===== config.mk =====
export PLATFORM = sky130hd
export DESIGN_NAME = counter_arbiter
export DESIGN_NICKNAME = d
export VERILOG_FILES = /design/src/rtl/counter_arbiter_pkg.sv /design/src/rtl/counter_arbiter_dff.sv /design/src/rtl/counter_arbiter_rr_pick4.sv /design/src/rtl/counter_arbiter.sv
export SDC_FILE = /design/constraint.sdc
export NUM_CORES = 1
export LEC_CHECK = 0
export ABC_AREA = 0
export CAP_MARGIN = 0
export CELL_PAD_IN_SITES_DETAIL_PLACEMENT = 2
export CELL_PAD_IN_SITES_GLOBAL_PLACEMENT = 2
export CORE_MARGIN = 3
export CORE_UTILIZATION = 31
export DETAILED_ROUTE_END_ITERATION = 7
export PLACE_DENSITY = 0.85
export SLEW_MARGIN = 5
export SYNTH_ARGS = -nofsm -noshare
export SYNTH_HDL_FRONTEND = slang
export SYNTH_SLANG_ARGS = --single-unit
export TNS_END_PERCENT = 10

===== constraint.sdc =====
create_clock -name clk -period 2.07 [get_ports clk]
set_input_delay 0.621 -clock clk [delete_from_list [all_inputs] [get_ports clk]]
set_output_delay 0.621 -clock clk [all_outputs]
set_load 0.03 [all_outputs]

===== src/rtl/counter_arbiter_pkg.sv =====
// Shared encodings, sizes and helpers for the counter_arbiter block.
package counter_arbiter_pkg;

  localparam int NUM_REQ = 4;
  localparam int HOLD_W  = 4;

  typedef enum logic [1:0] {
    ST_IDLE  = 2'b00,
    ST_GRANT = 2'b01,
    ST_GAP   = 2'b10
  } state_e;

  function automatic logic [NUM_REQ-1:0] onehot(input logic [1:0] id);
    onehot = {{(NUM_REQ-1){1'b0}}, 1'b1} << id;
  endfunction

endpackage


===== src/rtl/counter_arbiter_dff.sv =====
// Plain register with active-high asynchronous clear to zero.
module dff #(
  parameter int W = 1
) (
  input  logic         clk,
  input  logic         arst,
  input  logic [W-1:0] d,
  output logic [W-1:0] q
);

  // State flop, cleared immediately by arst.
  always_ff @(posedge clk or posedge arst) begin
    if (arst) begin
      q <= '0;
    end else begin
      q <= d;
    end
  end

endmodule


===== src/rtl/counter_arbiter_rr_pick4.sv =====
// Combinational round-robin search over four requests starting at ptr.
module rr_pick4 (
  input  logic [3:0] req,
  input  logic [1:0] ptr,
  output logic [1:0] win_id,
  output logic       win_valid
);

  logic [1:0] idx;

  // Scan from farthest to nearest so the closest set bit to ptr wins last.
  always_comb begin
    win_id    = 2'd0;
    win_valid = 1'b0;
    idx       = 2'd0;
    for (int k = 3; k >= 0; k--) begin
      idx       = ptr + 2'(k);
      win_id    = req[idx] ? idx : win_id;
      win_valid = req[idx] | win_valid;
    end
  end

endmodule


===== src/rtl/counter_arbiter.sv =====
// Round-robin owner selection for the shared counter with hold limit,
// forced revoke and illegal-state trap, all outputs registered.
module counter_arbiter
  import counter_arbiter_pkg::*;
#(
  parameter int HOLD_MAX = 8
) (
  input  logic               clk,
  input  logic               rst,
  input  logic               clr,
  input  logic [NUM_REQ-1:0] req,
  output logic [NUM_REQ-1:0] gnt,
  output logic [1:0]         gnt_id,
  output logic               busy,
  output logic               err
);

  localparam logic [HOLD_W-1:0] HOLD_LAST = HOLD_W'(HOLD_MAX - 1);

  logic               arst;
  logic [1:0]         state_q, state_d;
  logic [1:0]         ptr_q, ptr_d;
  logic [HOLD_W-1:0]  hold_q, hold_d;
  logic [NUM_REQ-1:0] gnt_q, gnt_d;
  logic [1:0]         gnt_id_q, gnt_id_d;
  logic               busy_q, busy_d;
  logic               err_q, err_d;
  logic [1:0]         win_id;
  logic               win_valid;

  assign arst = ~rst;

  rr_pick4 u_pick (
    .req       (req),
    .ptr       (ptr_q),
    .win_id    (win_id),
    .win_valid (win_valid)
  );

  dff #(.W(2))       u_state  (.clk(clk), .arst(arst), .d(state_d),  .q(state_q));
  dff #(.W(2))       u_ptr    (.clk(clk), .arst(arst), .d(ptr_d),    .q(ptr_q));
  dff #(.W(HOLD_W))  u_hold   (.clk(clk), .arst(arst), .d(hold_d),   .q(hold_q));
  dff #(.W(NUM_REQ)) u_gnt    (.clk(clk), .arst(arst), .d(gnt_d),    .q(gnt_q));
  dff #(.W(2))       u_gnt_id (.clk(clk), .arst(arst), .d(gnt_id_d), .q(gnt_id_q));
  dff #(.W(1))       u_busy   (.clk(clk), .arst(arst), .d(busy_d),   .q(busy_q));
  dff #(.W(1))       u_err    (.clk(clk), .arst(arst), .d(err_d),    .q(err_q));

  // Next-state and next-output logic; any path without a grant leaves
  // gnt/gnt_id/busy at zero, and ptr moves only on a GRANT exit.
  always_comb begin
    state_d  = state_q;
    ptr_d    = ptr_q;
    hold_d   = hold_q;
    gnt_d    = {NUM_REQ{1'b0}};
    gnt_id_d = 2'd0;
    busy_d   = 1'b0;
    err_d    = 1'b0;
    if (clr) begin
      state_d = ST_IDLE;
      ptr_d   = 2'd0;
      hold_d  = {HOLD_W{1'b0}};
    end else begin
      case (state_q)
        ST_IDLE, ST_GAP: begin
          hold_d = {HOLD_W{1'b0}};
          if (win_valid) begin
            state_d  = ST_GRANT;
            gnt_d    = onehot(win_id);
            gnt_id_d = win_id;
            busy_d   = 1'b1;
          end else begin
            state_d  = ST_IDLE;
          end
        end
        ST_GRANT: begin
          if (req[gnt_id_q] && (hold_q < HOLD_LAST)) begin
            hold_d   = hold_q + {{(HOLD_W-1){1'b0}}, 1'b1};
            gnt_d    = gnt_q;
            gnt_id_d = gnt_id_q;
            busy_d   = 1'b1;
          end else begin
            // Release or timeout; a still-asserted request means revoke.
            state_d = ST_GAP;
            ptr_d   = gnt_id_q + 2'd1;
            hold_d  = {HOLD_W{1'b0}};
            err_d   = req[gnt_id_q];
          end
        end
        default: begin
          state_d = ST_IDLE;
          hold_d  = {HOLD_W{1'b0}};
          err_d   = 1'b1;
        end
      endcase
    end
  end

  assign gnt    = gnt_q;
  assign gnt_id = gnt_id_q;
  assign busy   = busy_q;
  assign err    = err_q;

endmodule

# --- Yosys cells after proc, flatten, opt, wreduce, memory -nomap -nowiden ---
# Index checks and enable logic that the tools add are counted.
op_classes:
  order_cmp: 6
  n_shift: 1
  muxes: 39
  bitwise_logic: 3
  n_eq_ne: 4
  addsub: 5
  reduce_logical: 5
op_table:
  columns: ["op", "n"]
  rows:
  - ["$mux W2", 12]
  - ["$mux W4", 6]
  - ["$lt A2 B3 Y1 const B", 5]
  - ["$mux W1", 11]
  - ["$bmux W1 S2", 5]
  - ["$pmux W2 S2", 2]
  - ["$pmux W4 S2", 1]
  - ["$add A2 B1 Y2 const B", 2]
  - ["$add A2 B2 Y2 const B", 2]
  - ["$add A4 B1 Y4 const B", 1]
  - ["$lt A4 B3 Y1 const B", 1]
  - ["$pmux W1 S2", 2]
  - ["$shl A1 B2 Y4 const A", 1]
  - ["$ne A3 B3 Y1 const B", 1]
  - ["$or A1 B1 Y1", 3]
  - ["$eq A2 B1 Y1 const B", 1]
  - ["$eq A2 B2 Y1 const B", 1]
  - ["$logic_not A2 Y1", 1]
  - ["$ne A2 B2 Y1 const B", 1]
  - ["$reduce_and A2 Y1", 1]
  - ["$reduce_bool A2 Y1", 1]
  - ["$reduce_or A2 Y1", 1]
  - ["$logic_and A1 B1 Y1", 1]
totals:
  inputBits: 7
  elab_cells: 70
  reg_bits: 16
  output_inout_bits: 8

# --- Longest topological paths before layout ---
logic_depth:
  ltp_word: 11
  mapped_depth: 6

# --- Cells and area by module ---
# Synthesis repeated with hierarchy kept, for this count alone.
hier_totals:
  hier_cells: 80
  area_unflattened_um2: 862.1
by_module_without_submodules:
  columns: ["mod", "cells_per_inst", "n_inst", "area_each_um2", "seq_area_each_um2"]
  rows:
  - ["counter_arbiter", 44, 1, 357.8, 0.0]
  - ["dff at u_gnt ...", 5, 2, 103.8, 100.1]
  - ["dff at u_gnt_id ...", 3, 3, 53.8, 50.0]
  - ["rr_pick4", 13, 1, 77.6, 0.0]
  - ["dff at u_busy ...", 2, 2, 28.8, 25.0]

# --- Least setup slack after synthesis ---
# No wires, ideal clock.
synth_path:
  path_kind: "register -> register"
  startpoint: "register u_gnt_id.q[1]"
  endpoint: "register u_busy.q"
  stages_incl_launch_ff: 5
  arrival_time_ps: 1656
  t_required_ps: 1946
  slack_ps: 290
  path_cell_list: "dfrtp_1 > mux4_2 > and3_4 > buf_6 > or2_1"
synth_via:
  elab_chain_len: 6
synth_rtl:
  columns: ["element", "line_no", "text"]
  rows:
  - ["from (decl)", "counter_arbiter_dff.sv:8", "output logic [W-1:0] q"]
  - ["from (signal assigned)", "counter_arbiter_dff.sv:14", "q <= '0;"]
  - ["from (signal assigned)", "counter_arbiter_dff.sv:16", "q <= d;"]
  - ["$bmux W1 S2", "counter_arbiter.sv:76", "if (req[gnt_id_q] && (hold_q < HOLD_LAST)) begin"]
  - ["$mux W1 (implied by the code)", "counter_arbiter.sv:76", null]
  - ["$logic_and A1 B1 Y1", "counter_arbiter.sv:76", null]
  - ["$mux W1", "counter_arbiter.sv:76", null]
  - ["$pmux W1 S2", "counter_arbiter.sv:63", "case (state_q)"]
  - ["$mux W1", "counter_arbiter.sv:58", "if (clr) begin"]
  - ["net busy_d", "counter_arbiter.sv:26", "logic busy_q, busy_d;"]
  - ["to (signal assigned)", "counter_arbiter_dff.sv:14", null]
  - ["to (signal assigned)", "counter_arbiter_dff.sv:16", null]
  - ["to (decl)", "counter_arbiter_dff.sv:8", null]
# The timed path passes the listed nets, and every way through them passes these cells. The select of a mux whose other input is x is not followed.
# A chain may end at the register's enable or synchronous reset.

# --- Final worst setup path ---
layout_path:
  startpoint: "input req[2]"
  endpoint: "register u_gnt.q[1]"
layout_via:
  elab_chain_len: 10
layout_rtl:
  columns: ["element", "line_no", "text"]
  rows:
  - ["from (decl)", "counter_arbiter.sv:11", "input logic [NUM_REQ-1:0] req,"]
  - ["$bmux W1 S2", "counter_arbiter_rr_pick4.sv:18, counter_arbiter_rr_pick4.sv:19", null]
  - ["$mux W1 (implied by the code)", "counter_arbiter_rr_pick4.sv:18, counter_arbiter_rr_pick4.sv:19", null]
  - ["$mux W2 (4 in a row)", "counter_arbiter_rr_pick4.sv:18", "win_id = req[idx] ? idx : win_id;"]
  - ["$shl A1 B2 Y4", "counter_arbiter_pkg.sv:14", "onehot = {{(NUM_REQ-1){1'b0}}, 1'b1} << id;"]
  - ["$mux W4", "counter_arbiter.sv:66", "if (win_valid) begin"]
  - ["$pmux W4 S2", "counter_arbiter.sv:63", null]
  - ["$mux W4", "counter_arbiter.sv:58", null]
  - ["to (signal assigned)", "counter_arbiter_dff.sv:14", null]
  - ["to (signal assigned)", "counter_arbiter_dff.sv:16", null]
  - ["to (decl)", "counter_arbiter_dff.sv:8", null]
# Parallel ways exist; a longest one is shown, timed or not. The select of a mux whose other input is x is not followed.

==> impl_metrics.py <==
metrics = {
    "run_status": {
        "status": "finished, final reports clean",
    },
    "synthesis": {
        "syn_inst": 65,
        "async_reset_ff_frac": 1.00,
        "synth-edff-count": 0,
        "synth_area_per_cell_um2": 11.3,
        "synth_ff_type": "dfrtp_1",
        "synth_nets": 73,
        "yosys_warnings": 0,
        "ys_types": 30,
        "ys_ff_latch": 16,
        "syn_area_um2": 734,
        "ys_seq_area_frac": 0.545,
    },
    "global_routing": {
        "overflow": 0,
        "antenna_found_initial": 0,
        "track_usage": 0.169,
        "met1_usage": 0.221,
        "grt.met2_usage": 0.278,
        "busiest_layer": "met2",
        "grt_max_degree": 17,
        "grtUsageMet3": 0.0245,
        "grt_pass1_vias": 712,
        "grt_first_pass_wirelength_um": 3490,
    },
    "worst_hold_path": {
        "hp-class": "flop to flop",
    },
    "sta": {
        "finalSetupViolations": 0,
        "slew_violations": 0,
        "rsz0062_at_grt": "no",
        "setup_ws_ns": 0.0882,
        "hold_violations": 0,
        "max_freq_mhz": 505,
        "finClkSkew_ns": 0.00859,
        "slew_headroom": 0.584,
        "fin_crit_ns": 1.98,
        "period_share": 0.957,
        "tightestPinTransition_ns": 0.619,
    },
    "worst_setup_path": {
        "critPathArrivalTime_ns": 2.20,
        "critPathMaxStageDelay_ns": 0.52,
        "cp_max_fo": 5,
        "startpoint_type": "input pin",
        "cp_top_family": "buffers and inverters",
        "cp_slowest_cell": "nor3_1",
        "crit_path_end_kind": "flop",
        "cp_cell_sequence": "clkdlybuf4s50_1, buf_4, mux2i_1, nor2_1, nor3_1, a32o_1",
        "cp.required_ns": 2.29,
        "crit_type": "input pin to flop",
        "crit_buf_inv": 2,
    },
    "clock_network": {
        "clkSlewWorstSetupHoldPaths_ns": 0.09,
        "cts_root_buffer": "clkbuf_4",
        "cts_sinks": 16,
        "h-tree-depth": 1,
        "holdBufCountCts": 0,
        "cts.path.max_buffers": 2,
        "cts_tree": "yes",
        "cts_resized": 1,
        "cts-buffers-inserted": 3,
        "post-cts-setup-buffer-count": 0,
        "clkLatencyLatePin_ns": 0.28,
    },
    "die": {
        "die-area_um2": 2990,
        "die_y_um": 54.7,
        "initial_utilization": 0.349,
        "coreArea_um2": 2100,
        "ios": 15,
        "die_w_um": 54.7,
        "row_count": 16,
    },
    "power_and_ir_drop": {
        "power_density_nw_per_um2": 747,
        "ir_drop_uv": 299,
        "p_leak_uw": 0.000449,
    },
    "placed_design": {
        "dp_hpwl_um": 1470,
        "io_buffers": 14,
        "pre_cts_ws_ns": -0.211,
        "place_congestion": 0.765,
    },
    "route": {
        "antenna_left": 0,
        "dr.pass1.iters": 4,
        "drc": 0,
        "wl_per_cell_um": 16.7,
        "drt_iter0_drc": 3,
        "dr_total_vias": 610,
        "wirelength_um": 1960,
        "viasPerCell": 5.21,
    },
    "run": {
        "cap_violations": 0,
    },
    "layout": {
        "nets": 99,
        "fillers": 235,
        "finalCoreUtilization": 0.474,
        "drive_gt1_frac": 0.200,
        "seqCellArea_um2": 400,
        "diodes": 0,
        "multiInputGateArea_um2": 308,
        "area_growth_syn_to_layout_pct": 35.6,
    },
}
where the power goes:
part / internal [µW] / switching, µW / leakage [µW] / total [µW]
combinational: 84.7 / 95.7 / 0.000212 / 180
clock: 107 / 99.7 / 0.0000210 / 207
sequential: 336 / 21.4 / 0.000216 / 357
layer usage:
metal / wire length (µm) / vias up
li1: - / 287
met1: 867 / 306
met2: 998 / 15
met3: 81 / 2
met4: 10 / 0
met5: 0 / -
path summary, 6_finish.rpt:
kind	slack, ns	start	depth (start not counted)	end
max in group asynchronous	1.24	rst	2	u_busy.q
hold reg to reg	0.46	u_hold.q[0]	1	u_hold.q[0]
min in group asynchronous	0.64	rst	2	u_ptr.q[1]
setup reg to reg	0.41	u_gnt_id.q[1]	3	u_state.q[0]
hold / removal	0.46	u_hold.q[0]	1	u_hold.q[0]
setup / recovery	0.09	req[2]	6	u_gnt.q[1]
sequential cells by signal (all words and copies together) (netlist names):
signal and count:
u_state.q 2, u_gnt.q 4, u_ptr.q 2, u_hold.q 4, u_gnt_id.q 2, u_busy.q 1, u_err.q 1
Yosys cell counts (all sizes together) (2+ instances only):
master | count | area, µm²
nand2 | 4 | 15.0
o21a | 2 | 15.0
nor3 | 2 | 10.0
a32o | 2 | 20.0
nor3b | 2 | 15.0
a21oi | 6 | 33.8
nor2b | 2 | 12.5
inv | 3 | 11.3
or2 | 2 | 12.5
dfrtp | 16 | 400
nand2b | 2 | 12.5
nor2 | 4 | 15.0
o31ai | 2 | 15.0
a211oi | 2 | 15.0
logic make-up after synthesis:
logic type,after synthesis,synth area share
mux,2,0.0443
flops,16,0.545
compound gates,18,0.174
buf+inv,5,0.0358
fa+ha+maj,1,0.0170
simple gates,22,0.172
xor+xnor,1,0.0119
cell type report:
cell class                      instances  share of cell area
Tap cell                               27              0.0339
Clock buffer                            4              0.0364
Timing Repair Buffer                   23               0.207
Multi-Input combinational cell         44               0.309
Sequential cell                        16               0.402
Inverter                                3              0.0113
layout by cell type, fill, tap and decap left out, drive strengths merged, types with 2 or more instances in the layout:
master         Yosys  layout
a211oi             2       2
a21oi              6       6
a32o               2       2
buf                1       9
clkbuf             1       4
clkdlybuf4s50      0      13
dfrtp             16      16
inv                3       3
nand2              4       4
nand2b             2       2
nor2               4       4
nor2b              2       2
nor3               2       2
nor3b              2       2
o21a               2       2
o31ai              2       2
or2                2       2
metrics by stage:
| stage | power, µW | hold WS [ns] | area (µm²) | std cells | setup TNS, ns |
|---|---|---|---|---|---|
| after floorplan | 458 | 0.325 | 734 | 65 | 0 |
| after global placement | 538 | 0.445 | 961 | 113 | -0.723 |
| after detailed placement | 545 | 0.455 | 961 | 113 | -1.65 |
| after CTS | 755 | 0.468 | 996 | 117 | 0 |
| after global routing | 792 | 0.479 | 996 | 117 | 0 |
| final | 744 | 0.463 | 996 | 117 | 0 |
(Power assumes the default switching activity.)
